==> src/rtl/sipo_frame_deserializer.sv <==
// Serial-in/parallel-out receive shifter with runtime frame length, a
// valid/ready output holding register and sticky overrun detection.
module sipo_frame_deserializer #(
  parameter int unsigned WIDTH     = 8,
  parameter bit          LSB_FIRST = 1'b1,
  parameter int unsigned CNT_W     = $clog2(WIDTH + 1)
) (
  input  logic             clk,
  input  logic             reset,
  input  logic             bit_in,
  input  logic             bit_valid,
  input  logic [CNT_W-1:0] frame_len,
  input  logic             clear,
  output logic [WIDTH-1:0] shift_q,
  output logic [CNT_W-1:0] bit_count,
  output logic             busy,
  output logic [WIDTH-1:0] data_out,
  output logic             data_valid,
  input  logic             data_ready,
  output logic             overrun
);

  typedef enum logic [0:0] {StIdle, StCollect} state_e;

  state_e           state_q, state_d;
  logic [WIDTH-1:0] shift_d;
  logic [CNT_W-1:0] cnt_q, cnt_d, cnt_inc;
  logic [CNT_W-1:0] len_q, len_d, eff_len, cur_len, pos;
  logic [WIDTH-1:0] dout_q, dout_d, frame;
  logic             valid_q, valid_d, ovr_q, ovr_d;
  logic             take, last, accept, load, drop;

  assign bit_count  = cnt_q;
  assign data_out   = dout_q;
  assign data_valid = valid_q;
  assign overrun    = ovr_q;

  // Bit placement and completion decode; the first bit of a frame uses the live length.
  always_comb begin
    eff_len = ((frame_len == '0) || (frame_len > CNT_W'(WIDTH))) ? CNT_W'(WIDTH) : frame_len;
    cur_len = (state_q == StIdle) ? eff_len : len_q;
    pos     = LSB_FIRST ? cnt_q : (cur_len - cnt_q - CNT_W'(1));
    cnt_inc = cnt_q + CNT_W'(1);
    take    = bit_valid & ~clear;
    last    = take & (cnt_inc == cur_len);
    frame   = (state_q == StIdle) ? '0 : shift_q;
    for (int i = 0; i < int'(WIDTH); i++) begin
      if (CNT_W'(i) == pos) frame[i] = bit_in;
    end
    accept  = valid_q & data_ready;
    load    = last & (~valid_q | data_ready);
    drop    = last & valid_q & ~data_ready;
  end

  always_comb begin
    state_d = state_q;
    if (clear) begin
      state_d = StIdle;
    end else if (bit_valid) begin
      state_d = last ? StIdle : StCollect;
    end
  end

  always_comb begin
    busy = (state_q == StCollect);
  end

  always_comb begin
    cnt_d   = cnt_q;
    shift_d = shift_q;
    len_d   = len_q;
    dout_d  = dout_q;
    valid_d = valid_q;
    ovr_d   = ovr_q;
    if (clear) begin
      cnt_d   = '0;
      shift_d = '0;
      ovr_d   = 1'b0;
    end else if (take) begin
      if (state_q == StIdle) len_d = eff_len;
      if (last) begin
        cnt_d   = '0;
        shift_d = '0;
      end else begin
        cnt_d   = cnt_inc;
        shift_d = frame;
      end
    end
    if (load) begin
      dout_d  = frame;
      valid_d = 1'b1;
    end else begin
      if (accept) valid_d = 1'b0;
      if (drop)   ovr_d   = 1'b1;
    end
  end

  always_ff @(posedge clk) begin
    if (reset) begin
      state_q <= StIdle;
      shift_q <= '0;
      cnt_q   <= '0;
      len_q   <= '0;
      dout_q  <= '0;
      valid_q <= 1'b0;
      ovr_q   <= 1'b0;
    end else begin
      state_q <= state_d;
      shift_q <= shift_d;
      cnt_q   <= cnt_d;
      len_q   <= len_d;
      dout_q  <= dout_d;
      valid_q <= valid_d;
      ovr_q   <= ovr_d;
    end
  end

endmodule

==> config.mk <==
export PLATFORM = sky130hd
export DESIGN_NAME = sipo_frame_deserializer
export DESIGN_NICKNAME = d
export VERILOG_FILES = /design/src/rtl/sipo_frame_deserializer.sv
export SDC_FILE = /design/constraint.sdc
export NUM_CORES = 1
export LEC_CHECK = 0
export CELL_PAD_IN_SITES_DETAIL_PLACEMENT = 2
export CELL_PAD_IN_SITES_GLOBAL_PLACEMENT = 2
export CORE_UTILIZATION = 29
export CTS_CLUSTER_DIAMETER = 60
export DETAILED_ROUTE_END_ITERATION = 10
export GPL_TIMING_DRIVEN = 0
export MAX_ROUTING_LAYER = met4
export PLACE_DENSITY_LB_ADDON = 0.1
export SYNTH_ARGS = -nofsm -noshare
export SYNTH_HDL_FRONTEND = slang
export SYNTH_SLANG_ARGS = --single-unit
==> constraint.sdc <==
create_clock -name clk -period 3.2 [get_ports clk]
set_input_delay 0.32 -clock clk [delete_from_list [all_inputs] [get_ports clk]]
set_output_delay 0.32 -clock clk [all_outputs]
set_load 0.01 [all_outputs]
==> flow_summary.toml, run 1 <==
[placement]
hpwl_mm = 4.00
place_ws_ns = 0.397
portBuffers = 30
dp_cells = 281
gp_congestion = 0.787

[sta]
tns_ns = 0
hold_violations = 0
fin_ws_ns = 0.263
finalCritPeriodShare_pct = 91.8
max_freq_mhz = 341
rsz0062_at_grt = "false"
skew_ns = 0.00178
slew_viol_final = 0
setup_viol = 0
relSlewSlack_pct = 62.2
timing.final.crit_period_ns = 2.94
worst_pin_slew_ns = 0.566

[synthesis]
yosys_warnings = 0
avgSynthCellArea_sq_um = 8.23
synth_xor_area_share_pct = 2.31
yosys-top-cells-area = "dfxtp_1, a21oi_1, nand2_1, nand3b_1, a31oi_1"
synthArstFlopShare_pct = 0
yosysSeqAreaShare_pct = 35.7
yosys-mux-area-fraction_pct = 0.661
syn_inst = 184
synth_fa_ha_area_share_pct = 3.30
synth_cell_types = 42
synth_fp_nets = 198
synth_seq_cells = 27
synth_edf_count = 0
synth_area_leader_cell = "dfxtp_1"
synthDominantCellAreaShare_pct = 35.7
synth_ff_type = "dfxtp_1"
synth-simple-area-share_pct = 25.7
synth_compound_area_share_pct = 27.1
netlist_area_sq_mm = 0.00152
synth_top_family_by_area = "compound AO/OA/AOI/OAI gates"

[clocking]
cts_hold_buf = 0
cts-resized-gates = 0
cts_tree = "yes"
cts-root-buf = "clkbuf_8"
worstSkewPairLatency_ns = 0.28
clock_sinks = 27
post_cts_buffers = 0
cts_buffer_depth = 2
htree_num_levels = 1
cts_inserted_buffers = 3
clkTransAtPathRegs_ns = 0.10

[floorplan]
rows = 25
coreArea_sq_mm = 0.00488
die-height_microns = 74.3
start_util_pct = 31.1
die_x_microns = 74.3
num_io_pins = 33
die_area_sq_mm = 0.00552

[global_routing]
grt_pass1_vias = 1704
grt_use_total_pct = 21.6
grt_first_pass_wirelength_mm = 8.74
grt-ovfl-total = 0
antenna_found_initial = 0
grt_max_degree = 15

[setup_path]
crit_required_ns = 3.35
cp-end-kind = "flip-flop"
reg2reg_to = "data_out[2]"
r2r_start = "bit_count[0]"
critPathArrivalTime_ns = 3.09
rrSetupSlack_ns = 0.26
cp-start-kind = "flip-flop"
rr_worst_depth = 8
crit_type = "flip-flop to flip-flop"
cp_max_fo = 10

[detailed_routing]
vias = 1592
post_drt_wl_per_cell_microns = 18.7
drt_iter0_drc = 50
vias_per_cell = 5.59
drt.antenna.violating_nets = 0
routed_wl_mm = 5.33
drc_errors = 0
first_pass_iters = 4

[final_layout]
multi_input_area_sq_um = 895
layoutNonFillerInstCount = 285
diodes = 0
num-nets-final = 233
drive_gt1_share_pct = 7.80
fillCellCount = 574
seqCellArea_sq_um = 541
syn_to_final_growth_pct = 28.3
post-route-util_pct = 39.8

[min_path]
hold_class = "primary input to flip-flop"
holdPathStages = 3
worstHoldStart = "bit_valid"
holdPathEnd = "busy"

[run]
cap_violations = 0

[power]
finalPower_uw = 650
ir_worst_vdd_v = 0.000229
power_per_cell_area_mw_per_mm2 = 334
cellLeakagePower_nw = 0.593

[outcome]
status = "complete, no violations"
per-stage QoR:
| stage | instance area, sq um | hold slack [ns] |
|---|---|---|
| 3_5_place_dp | 1900 | 0.466 |
| 6_report | 1940 | 0.413 |
| 3_3_place_gp | 1900 | 0.443 |
| 4_1_cts | 1940 | 0.412 |
| 5_1_grt | 1940 | 0.431 |
| 2_1_floorplan | 1520 | 0.392 |
layer usage:
metal  GRT usage (%)  up-vias  share of wire (%)
met3            3.25       10                3.4
met1            27.1      786                 47
met2            36.4       37                 48
met4            5.45        0                1.5
li1                -      759                  -
met5               -        -                  0
sequential cells by signal, indices dropped and copies added, names as in the netlist:
name / flops
data_valid: 1
len_q: 4
bit_count: 4
overrun: 1
data_out: 8
shift_q: 8
busy: 1
layout by cell type, fill, tap and decap left out, drive strengths merged:
cell type,Yosys,final
clkdlybuf4s50,0,30
dfxtp,27,27
a21oi,23,23
nand2,21,21
clkbuf,8,12
nand3,8,8
a31oi,8,8
nand3b,7,7
nor2,6,6
o211ai,6,6
nor3,6,6
buf,6,6
nand2b,4,4
o21ai,4,4
a311oi,4,4
a221o,4,4
ha,4,4
a31o,3,3
nand4b,3,3
nor4,3,3
a211oi,3,3
inv,2,2
or3b,2,2
xnor2,2,2
and3,2,2
xor2,2,2
and2,2,2
o22ai,2,2
nor2b,2,2
clkinv,1,1
nor4bb,1,1
nor3b,1,1
a21o,1,1
or4bb,1,1
o2111ai,1,1
o31a,1,1
mux2i,1,1
or2,1,1
o2111a,1,1
how the worst max path moves through the flow:
stage	cells past startpoint	from	endpoint	slack [ns]
after floorplan	8	bit_count[0]	data_out[1]	0.89
after global placement	8	bit_count[0]	data_out[2]	0.49
after detailed placement	8	bit_count[0]	data_out[2]	0.40
after CTS	8	bit_count[0]	data_out[1]	0.26
after global routing	8	bit_count[0]	data_out[2]	0.05
final	8	bit_count[0]	data_out[2]	0.26
Yosys cell counts, types with 2 or more instances:
cell type   n
dfxtp_1    27
a21oi_1    23
nand2_1    21
a31oi_1     8
clkbuf_1    8
nand3_1     8
nand3b_1    7
nor2_1      6
o211ai_1    6
nor3_1      5
a221o_1     4
a311oi_1    4
buf_2       4
ha_1        4
nand2b_1    4
o21ai_0     4
a31o_2      3
nand4b_1    3
nor4_1      3
a211oi_1    2
and2_1      2
and3_1      2
inv_1       2
nor2b_1     2
o22ai_1     2
or3b_1      2
xnor2_1     2
xor2_1      2
critical path, cell delays in order, from the launching register on:
cell	delay, ns
dfxtp_1	0.58
inv_1	0.15
ha_1	0.40
or4bb_1	0.50
o211ai_1	0.15
o2111ai_1	0.25
buf_2	0.27
nor4_1	0.43
nor3_1	0.08
power by group:
part | total [mW] | switching [mW] | internal, mW
clock network | 0.203 | 0.114 | 0.0895
logic | 0.0989 | 0.0599 | 0.0390
registers | 0.348 | 0.00612 | 0.342
total | 0.650 | 0.180 | 0.470
layout make-up:
class / instances / share of cell area [%]
Buffer: 14 / 3.54
Clock buffer: 4 / 2.32
Inverter: 3 / 0.579
Multi-Input combinational cell: 140 / 46.0
Sequential cell: 27 / 27.8
Tap cell: 67 / 4.31
Timing Repair Buffer: 30 / 15.4
kinds of logic after synthesis:
kind of cell,after synthesis
xor+xnor,4
simple gates,70
fa+ha+maj,4
buf+inv,17
mux,1
compound gates,61
flops,27
(Power assumes the default switching activity.)
==> run 2, diff against run 1 <==
- ABC_AREA: default -> 1
- CORE_UTILIZATION: 29 -> 26
==> flow_summary.toml, run 2 <==
[outcome]
status = "complete, no violations"

[sta]
fin_ws_ns = 1.25
setup_viol = 0
rsz0062_at_grt = "false"
hold_violations = 0
max_freq_mhz = 512
hold-worst-slack_ns = 0.474
worst_pin_slew_ns = 0.560
finalCritPeriodShare_pct = 61.1
slew_viol_final = 0
skew_ns = 0.00555
tns_ns = 0
timing.final.crit_period_ns = 1.95
relSlewSlack_pct = 62.7

[power]
swShare_pct = 27.7
p_int_uw = 472
cellLeakagePower_nw = 0.772
power_per_cell_area_mw_per_mm2 = 349
p_sw_uw = 181
ir_worst_vdd_v = 0.000158
seqPwrFrac_pct = 53.7
comb_power_share_pct = 15.5
power_frac_clock_pct = 30.8

[setup_path]
cp_max_fo = 10
slowest_delay_ns = 0.48
crit_type = "flip-flop to flip-flop"
crit_required_ns = 3.37
cp-start-kind = "flip-flop"
path_cells = "inv_1 -> ha_1 -> nand2_1 -> nand2_1 -> nand3_2 -> nor2_4 -> nand2_2 -> nand2_1 -> buf_4 -> o22ai_1"
cp_top_family = "simple AND/OR/NAND/NOR gates"
cp_slowest_cell = "dfxtp_1"
cp_common_cell = "nand2_1"
cp-end-kind = "flip-flop"
crit_buf_inv = 2
critPathArrivalTime_ns = 2.12

[synthesis]
synth_ff_type = "dfxtp_1"
yosysSeqAreaShare_pct = 38.1
synth_fa_ha_area_share_pct = 3.53
avgSynthCellArea_sq_um = 6.92
synth_cell_types = 24
synth_fp_nets = 219
yosys_warnings = 0
synthArstFlopShare_pct = 0
synth_top_family_by_area = "simple AND/OR/NAND/NOR gates"
synth_most_common_cell = "nand2_1"
yosys-top-cells-area = "dfxtp_1, nand2_1, nand3_1, nor2_1, inv_1"
yosys-mux-area-fraction_pct = 0
synth_xor_area_share_pct = 0.617
synth_area_leader_cell = "dfxtp_1"
synth-simple-area-share_pct = 36.2
synth_compound_area_share_pct = 11.6
synthTopCellsByCount = "nand2_1, dfxtp_1, nor2_1"
synthDominantCellAreaShare_pct = 38.1
syn_inst = 205
synth_seq_cells = 27
synth_edf_count = 0
netlist_area_sq_mm = 0.00142

[detailed_routing]
drc_errors = 0
drt_iter0_drc = 41
drt.antenna.violating_nets = 0
vias = 1459
vias_per_cell = 4.69
post_drt_wl_per_cell_microns = 14.1
first_pass_iters = 4
routed_wl_mm = 4.40

[clocking]
cts_hold_buf = 0
cts_inserted_buffers = 3
cts_tree = "yes"
post_cts_buffers = 0
cts-resized-gates = 0
clkTransAtPathRegs_ns = 0.10
worstSkewPairLatency_ns = 0.27
cts_buffer_depth = 2
htree_num_levels = 1
cts-root-buf = "clkbuf_8"
clock_sinks = 27

[final_layout]
layout_commonest_cell = "nand2_1"
diodes = 0
syn_to_final_growth_pct = 32.0
num-nets-final = 256
drive_gt1_share_pct = 9.13
final_cell_mix = "nand2_1, clkdlybuf4s50_1, dfxtp_1, nor2_1, nand3_1"
seqCellArea_sq_um = 541
multi_input_area_sq_um = 738
post-route-util_pct = 36.2
fin_area_sq_mm = 0.00187
fillCellCount = 628

[placement]
post_dp_cell_area_sq_mm = 0.00183
portBuffers = 32
gp_congestion = 0.756
place_ws_ns = 0.945
hpwl_mm = 3.49

[global_routing]
antenna_found_initial = 0
grt_use_total_pct = 17.8
grt-ovfl-total = 0
grt_max_degree = 16
grt_first_pass_wirelength_mm = 7.26
grt_pass1_vias = 1495

[floorplan]
die-height_microns = 75.9
die_x_microns = 75.9
start_util_pct = 27.4
num_io_pins = 33
coreArea_sq_mm = 0.00517
rows = 26
die_area_sq_mm = 0.00576

[min_path]
hold_class = "flip-flop to flip-flop"

[run]
cap_violations = 0
run 2: cell count changes after synthesis, sizes merged, moves of 5 or more:
cell    previous run  this run
nand3              8        28
nor2               6        29
inv                2        24
o21ai              4        23
a31oi              8         0
o211ai             6         1
nand3b             7         0
clkbuf             8         1
nor3               6         0
a21oi             23         6
nand2             21        53
run 2: final cells by class:
type	instances	share of cell area [%]
multi-input cells	147	39.4
flip-flops and latches	27	28.9
repair buffers	32	17.1
inverters	24	4.81
well taps	70	4.68
plain buffers	7	2.67
clock buffers	3	2.20
clock inverters	1	0.267
run 2: power groups by stage:
stage,clock network (mW),logic [mW],registers (mW)
floorplan,0,0.0566,0.360
global placement,0,0.101,0.358
detailed placement,0,0.103,0.359
CTS,0.210,0.104,0.351
global route,0.224,0.115,0.352
finish,0.201,0.101,0.351
run 2: final timing paths:
path | startpoint | end | slack (ns) | cells after the start
max | bit_count[0] | bit_count[0] | 1.25 | 10
min | overrun | overrun | 0.47 | 2
max reg2reg | bit_count[0] | bit_count[0] | 1.25 | 10
min reg2reg | overrun | overrun | 0.47 | 2
run 2: routing by layer:
metal,up-vias,wire [microns],part of all wire [%],GRT usage [%]
li1,730,-,-,-
met1,707,1970,45,21.0
met2,20,2310,53,32.4
met3,2,91,2.1,1.59
met4,0,25,0.57,4.32
met5,-,0,0,-
run 2: kinds of logic (layout without fill, tap and decap cells):
| family | count (synthesis) | count (layout) |
|---|---|---|
| compound gates | 32 | 32 |
| xor+xnor | 1 | 1 |
| fa+ha+maj | 4 | 4 |
| buf+inv | 31 | 67 |
| flops | 27 | 27 |
| simple gates | 110 | 110 |
run 2: tightest hold or removal path, stage by stage, from the launching register on:
cell	delay, ns
dfxtp_1	0.34
nand2_1	0.05
o21ai_0	0.05
run 2: per-stage QoR:
step	power, mW	std cells
finish	0.653	311
global route	0.691	311
CTS	0.664	311
detailed placement	0.462	307
global placement	0.459	307
floorplan	0.416	205
==> run 3, diff against run 2 <==
- clock period: 3.2 -> 1.95 ns (I/O delays scaled with it)
==> flow_summary.toml, run 3 (synthesis results as in run 2) <==
[sta]
setup_viol = 0
max_freq_mhz = 551
skew_ns = 0.00347
timing.final.crit_period_ns = 1.82
fin_ws_ns = 0.134
relSlewSlack_pct = 61.4
hold-worst-slack_ns = 0.474
hold_violations = 0
finalCritPeriodShare_pct = 93.1
worst_pin_slew_ns = 0.578
slew_viol_final = 0

[final_layout]
diodes = 0
num-nets-final = 261
fin_area_sq_mm = 0.00196
layout_commonest_cell = "nand2_1"
layoutNonFillerInstCount = 316
drive_gt1_share_pct = 13.8
syn_to_final_growth_pct = 38.1
final_cell_mix = "nand2_1, clkdlybuf4s50_1, dfxtp_1, nand3_1"

[placement]
post_dp_cell_area_sq_mm = 0.00183
dp_cells = 307
portBuffers = 32
place_ws_ns = -0.180
hpwl_mm = 3.49
gp_congestion = 0.756

[clocking]
clkTransAtPathRegs_ns = 0.10
cts_hold_buf = 0
cts_inserted_buffers = 3
cts_tree = "yes"
clock_sinks = 27
htree_num_levels = 1
cts_buffer_depth = 2
cts-root-buf = "clkbuf_8"
worstSkewPairLatency_ns = 0.27

[setup_path]
crit_type = "flip-flop to flip-flop"
crit_required_ns = 2.16
critPathArrivalTime_ns = 2.03
cp-start-kind = "flip-flop"
cp-end-kind = "flip-flop"
cp_max_fo = 10

[floorplan]
rows = 26
start_util_pct = 27.4
die_area_sq_mm = 0.00576
die-height_microns = 75.9
num_io_pins = 33
die_x_microns = 75.9
coreArea_sq_mm = 0.00517

[detailed_routing]
routed_wl_mm = 4.52
wl_met3_microns = 95
vias = 1485
drt.antenna.violating_nets = 0
drt-met1-wl_mm = 2.02
routed.top_layer = "met4"
vias_per_cell = 4.70
drt_iter0_drc = 43
dr_wl_met2_mm = 2.36
post_drt_wl_per_cell_microns = 14.3
drc_errors = 0
first_pass_iters = 4

[global_routing]
antenna_found_initial = 0
grt_use_total_pct = 17.8
grt_pass1_vias = 1495
grt-ovfl-total = 0
grt_max_degree = 16
grt_first_pass_wirelength_mm = 7.26

[min_path]
hold_class = "flip-flop to flip-flop"

[run]
cap_violations = 0

[power]
cellLeakagePower_nw = 0.813
ir_worst_vdd_v = 0.000261
power_per_cell_area_mw_per_mm2 = 555

[outcome]
status = "complete, no violations"
-- run 3: cell type report --
type                       count  area [sq um]
sequential                    27           546
clock buffer                   3          41.3
buffer                         7          53.8
fill                         619          3210
tap                           70          87.6
clock inverter                 1          5.00
timing repair buffer          37           370
inverter                      24          90.1
multi-input combinational    147           766
-- run 3: routing by layer --
layer  up-vias  global-route usage [%]
met5         -                       -
met4         0                    4.32
met3         5                    1.59
met2        23                    32.4
met1       718                    21.0
li1        739                       -
-- run 3: critical path, stage by stage, from the launching register on --
cell and delay (ns):
dfxtp_4 0.38, ha_2 0.20, nand2_1 0.07, inv_1 0.07
nor2_4 0.12, inv_1 0.05, nand2_1 0.08, nand3_2 0.10
nor2_4 0.18, nand3_4 0.12, buf_6 0.16, nand2_2 0.05
nand2_1 0.05, nor2_1 0.10
-- run 3: final timing paths --
path | from | to | slack [ns] | cells past startpoint
max | bit_count[0] | data_out[6] | 0.13 | 13
min | overrun | overrun | 0.47 | 2
max reg2reg | bit_count[0] | data_out[6] | 0.13 | 13
min reg2reg | overrun | overrun | 0.47 | 2
-- run 3: timing repair --
item | CTS | global route
pin swaps | 0 | 3
gates cloned | 0 | 0
resized for setup | 1 | 10
setup endpoints to repair | 13 | 18
setup buffers | 0 | 5
-- run 3: stage by stage --
stage	util (%)	setup TNS (ns)	total power, mW
final	37.9	0	1.09
after global routing	37.9	-0.00320	1.15
after CTS	36.2	0	1.09
after detailed placement	35.3	-2.75	0.758
after global placement	35.3	-2.10	0.754
after floorplan	-	0	0.683
-- run 3: where the power goes --
part           switching [mW]  total (mW)  internal, mW  leakage (nW)
Combinational           0.105       0.180        0.0748         0.567
Sequential             0.0101       0.575         0.565         0.220
Clock                   0.189       0.332         0.143        0.0255
Total                   0.304        1.09         0.783         0.813
